File: config.mk
export PLATFORM = sky130hd
export DESIGN_NAME = arb_rr
export DESIGN_NICKNAME = d
export VERILOG_FILES = /design/src/rtl/arb_rr.sv
export SDC_FILE = /design/constraint.sdc
export NUM_CORES = 1
export LEC_CHECK = 0
export ABC_AREA = 0
export CAP_MARGIN = 20
export CORE_MARGIN = 3
export CORE_UTILIZATION = 55
export CTS_CLUSTER_SIZE = 25
export DETAILED_ROUTE_END_ITERATION = 7
export PLACE_DENSITY = 0.82
export RECOVER_POWER = 25
export SLEW_MARGIN = 20
export SYNTH_ARGS = -nofsm -noshare
export SYNTH_HDL_FRONTEND = slang
export SYNTH_SLANG_ARGS = --single-unit
File: constraint.sdc
create_clock -name clk -period 5.1 [get_ports clk]
set_input_delay 0.51 -clock clk [delete_from_list [all_inputs] [get_ports clk]]
set_output_delay 0.51 -clock clk [all_outputs]
set_load 0.01 [all_outputs]
File: src/rtl/arb_rr.sv
// Registered round-robin arbiter with locked grants and a valid/ready output handshake.
// Optional grant release on a withdrawn request is enabled by defining ARB_RR_DROP_EN.
//
// state    | meaning
// ---------+-------------------------------------------------------------
// ST_IDLE  | no grant outstanding, outputs zero, arbitrate on any request
// ST_GRANT | one-hot grant held until vld & rdy (or a drop, if enabled)
module arb_rr #(
    parameter int WIDTH = 9,
    localparam int IDX_W = $clog2(WIDTH)
) (
    input  logic             clk,
    input  logic             rst_n,
    input  logic [WIDTH-1:0] req,
    output logic [WIDTH-1:0] gnt,
    output logic [IDX_W-1:0] idx,
    output logic             vld,
    input  logic             rdy
);

    localparam logic [0:0] ST_IDLE  = 1'b0;
    localparam logic [0:0] ST_GRANT = 1'b1;
    localparam logic [WIDTH-1:0] ONE_HOT_0 = WIDTH'(1);

    logic [0:0]       state_q, state_d;
    logic [IDX_W-1:0] ptr_q, ptr_d;
    logic [WIDTH-1:0] gnt_q, gnt_d;
    logic [IDX_W-1:0] idx_q, idx_d;
    logic             vld_q, vld_d;

    logic             xfer;
    logic             drop;
    logic [IDX_W-1:0] ptr_inc;
    logic [WIDTH-1:0] sel_req;
    logic [IDX_W-1:0] sel_ptr;
    logic             sel_found;
    logic [IDX_W-1:0] sel_idx;

    always_comb begin
        xfer    = vld_q & rdy;
        ptr_inc = (idx_q == IDX_W'(WIDTH - 1)) ? '0 : idx_q + IDX_W'(1);
`ifdef ARB_RR_DROP_EN
        drop    = (state_q == ST_GRANT) & ~rdy & ~|(req & gnt_q);
`else
        drop    = 1'b0;
`endif
        // The granted bit is masked so it cannot win twice in a row.
        sel_req = (state_q == ST_GRANT) ? (req & ~gnt_q) : req;
        sel_ptr = xfer ? ptr_inc : ptr_q;
    end

    // Lowest set bit overall, then overridden by the lowest set bit at or above the pointer.
    always_comb begin
        sel_found = 1'b0;
        sel_idx   = '0;
        for (int i = WIDTH - 1; i >= 0; i--) begin
            if (sel_req[i]) begin
                sel_found = 1'b1;
                sel_idx   = IDX_W'(i);
            end
        end
        for (int i = WIDTH - 1; i >= 0; i--) begin
            if (sel_req[i] && (i >= int'(sel_ptr))) begin
                sel_idx = IDX_W'(i);
            end
        end
    end

    always_comb begin
        state_d = state_q;
        ptr_d   = ptr_q;
        gnt_d   = gnt_q;
        idx_d   = idx_q;
        case (state_q)
            ST_IDLE: begin
                if (sel_found) begin
                    state_d = ST_GRANT;
                    gnt_d   = ONE_HOT_0 << sel_idx;
                    idx_d   = sel_idx;
                end else begin
                    gnt_d = '0;
                    idx_d = '0;
                end
            end
            ST_GRANT: begin
                if (xfer || drop) begin
                    ptr_d = sel_ptr;
                    if (sel_found) begin
                        gnt_d = ONE_HOT_0 << sel_idx;
                        idx_d = sel_idx;
                    end else begin
                        state_d = ST_IDLE;
                        gnt_d   = '0;
                        idx_d   = '0;
                    end
                end
            end
            default: begin
                state_d = ST_IDLE;
                gnt_d   = '0;
                idx_d   = '0;
            end
        endcase
        vld_d = |gnt_d;
    end

    always_ff @(posedge clk or negedge rst_n) begin
        if (!rst_n) begin
            state_q <= ST_IDLE;
            ptr_q   <= '0;
            gnt_q   <= '0;
            idx_q   <= '0;
            vld_q   <= 1'b0;
        end else begin
            state_q <= state_d;
            ptr_q   <= ptr_d;
            gnt_q   <= gnt_d;
            idx_q   <= idx_d;
            vld_q   <= vld_d;
        end
    end

    assign gnt = gnt_q;
    assign idx = idx_q;
    assign vld = vld_q;

endmodule

==> results.md <==
* FF/Latch Area at 475 sq um
* FF-to-FF End: vld
* Via-to-Cell Ratio at 6.52
* # IOs at 26
* Final Hold Vio Count at 0
* CP max FO at 4
* PwrDens at 608 mW/mm^2
* Core area at 0.00257 sq mm
* Leak at 0.736 nW
* Top routing layer used: met4
* Ys Warns at 0
* Gr usage total at 25.8%
* Final setup fails at 0
* Post-CTS Resized at 0
* Crit path launch: req[0]
* Layout cells sized above 1 at 11.9%
* Data arrival, critical path at 2.99 ns
* Unrepaired setup endpoints after global routing: no
* Met3 WL post-DR at 267 um
* Detail Route met2 WL at 1.85 mm
* FF-to-FF setup slack at 2.30 ns
* Num CTS Buffers at 3
* Post-synth EDFFs at 0
* Syn avg cell area at 8.56 sq um
* Dpl ws at 1.99 ns
* Main synth FF type: dfrtp_1
* R2R cell count at 7
* Drt first pass iters at 4
* Worst r2r src: state_q
* Synth area leader: dfrtp_1
* GRT overflow at 0
* Hold Path Class: reg -> reg
* Post-route ant nets at 0
* Wire per inst at 17.5 um
* Synthesized flop and latch total at 19
* Initial antenna violation count at 0
* Most common cell in the netlist: nand2_1
* Area added between synthesis and finish at 18.1%
* Starting Density at 59.7%
* First-pass GRT wire length at 6.90 mm
* Post CTS Setup Buffer Count at 0
* Max Clock Skew at 0.00481 ns
* Net Count, Synth at 193
* Hold Crit Endpoint: ptr_q[3]
* Maximum vdd drop at 0.000440 V
* Antenna diode count at 0
* Top post-synthesis cells by area: dfrtp_1 31%, nand2_1 6.9%, o31ai_1 3.9%
* GP Congestion at 0.971
* HPWL after detailed placement at 3.23 mm
* Slew Limit Fails at 0
* Cell area after layout at 0.00181 sq mm
* Number of DRC markers in iteration 0 at 126
* Hold path depth at 2
* Top cell type's share of synthesized area at 31.0%
* Clock tree root driver cell: clkbuf_4
* Commonest cells in the synthesized netlist: 28 x nand2_1, 19 x dfrtp_1, 14 x nor2_1
* Crit Path Class: in -> reg
* Clock transition at path regs at 0.10 ns
* Vias in the first global route at 1499
* Worst Min Path Start: ptr_q[3]
* Slew headroom at 44.5%
* Startpoint Class: input pin
* Pin count of the biggest net entering global routing at 20
* Vias at 1513
* Mapped Cells at 179
* Longest Clk Path Bufs at 2
* Fin crit share at 55.5%
* Met1 wire length at 1.88 mm
* Required time of the critical path at 5.26 ns
* Post-Syn Area at 0.00153 sq mm
* Clock Sinks at 19
* Final WS setup at 2.27 ns
* Distinct cells, synth at 59
* Sequential area share after synthesis at 31.0%
* Number of max-cap violations at 0
* Routed Wire Length at 4.05 mm
* TritonCTS clock tree: yes
* Fmax at 353 MHz
* Critical path capture point type: flip-flop
* Post-Route Setup TNS at 0 ns
* Post-DP Area at 0.00178 sq mm
* Slew @ Worst Pin at 0.829 ns
* Status: finished clean
* CTS H-Tree Depth at 1
* Die footprint at 0.00346 sq mm
* Cts hold-fix bufs at 0
* Fillcell total at 219
* Die Span Y at 58.8 um
* Horiz. Die Dim at 58.8 um
* Async SR Flop Fraction at 100%
* FP Rows at 18
* Multi-input logic area at 0.00100 sq mm
* Drt drc at 0
* # nets final at 217
* Clock latency on the worst-skew pair at 0.28 ns
* Port Buffer Count at 25
* Crit path time final at 2.83 ns
[worst max-delay path, stage by stage]
cell             delay (ns)
clkdlybuf4s50_1        0.46
a21boi_0               0.42
o221ai_1               0.25
and2_1                 0.24
a311oi_1               0.58
nand4b_1               0.24
nand2_1                0.10
nand4b_1               0.19
[state kept, by name, indices dropped and copies added (netlist names)]
name	cells
gnt	9
idx	4
ptr_q	4
state_q	1
vld	1
[stage by stage]
| step | util [%] | power, W | hold WS, ns | instances |
|---|---|---|---|---|
| 5_1_grt | 70.5 | 0.00120 | 0.560 | 232 |
| 4_1_cts | 70.5 | 0.00110 | 0.499 | 232 |
| 2_1_floorplan | - | 0.000792 | 0.214 | 179 |
| 3_3_place_gp | 69.5 | 0.00100 | 0.472 | 228 |
| 6_report | 70.5 | 0.00110 | 0.495 | 232 |
| 3_5_place_dp | 69.5 | 0.00102 | 0.476 | 228 |
[placed cells by master, fill, tap and decap left out, types with 2 or more instances in the layout]
master,n
nand2_1,28
clkdlybuf4s50_1,24
dfrtp_1,19
nor2_1,14
o21ai_0,10
o31ai_1,8
a21boi_0,7
a21oi_1,6
inv_1,5
o21a_1,4
a32o_1,4
nand3_1,3
a21bo_2,3
and2_1,3
nand4b_1,3
nor3_1,3
clkbuf_4,3
nand3b_1,2
a21oi_2,2
o31a_2,2
nor2b_1,2
and3b_1,2
or3_1,2
and2_2,2
a211oi_1,2
a31oi_1,2
o221ai_1,2
nand2b_1,2
o221a_2,2
nor4_1,2
ha_1,2
[how the worst max path moves through the flow]
stage / endpoint / slack (ns) / cells after the start
floorplan: gnt[0] / 2.60 / 9
global route: gnt[0] / 2.07 / 8
finish: vld / 2.27 / 8
CTS: gnt[0] / 2.29 / 8
detailed placement: gnt[0] / 1.99 / 8
global placement: gnt[0] / 2.04 / 8
[layer usage]
metal	GRT usage (%)	up-vias
met5	0	-
met4	8.09	0
met3	4.61	8
met2	40.1	52
met1	36.4	726
li1	-	727
[final cells by class]
| cell class | count | share of cell area [%] |
|---|---|---|
| repair buffers | 25 | 13.8 |
| flip-flops and latches | 19 | 26.3 |
| well taps | 30 | 2.07 |
| inverters | 5 | 1.04 |
| clock buffers | 4 | 1.45 |
| multi-input cells | 149 | 55.4 |
[power breakdown]
group	switching (W)	internal, W
sequential	0.0000812	0.000209
clock	0.0000428	0.0000303
combinational	0.000408	0.000331
total	0.000532	0.000570
[cell families after synthesis]
| group | Yosys count | synth area share (%) |
|---|---|---|
| simple gates | 75 | 25.2 |
| compound gates | 71 | 37.8 |
| flops | 19 | 31.0 |
| buf+inv | 11 | 3.59 |
| fa+ha+maj | 2 | 1.63 |
| mux | 1 | 0.735 |
Note: power is estimated with default switching activity, not from simulation.
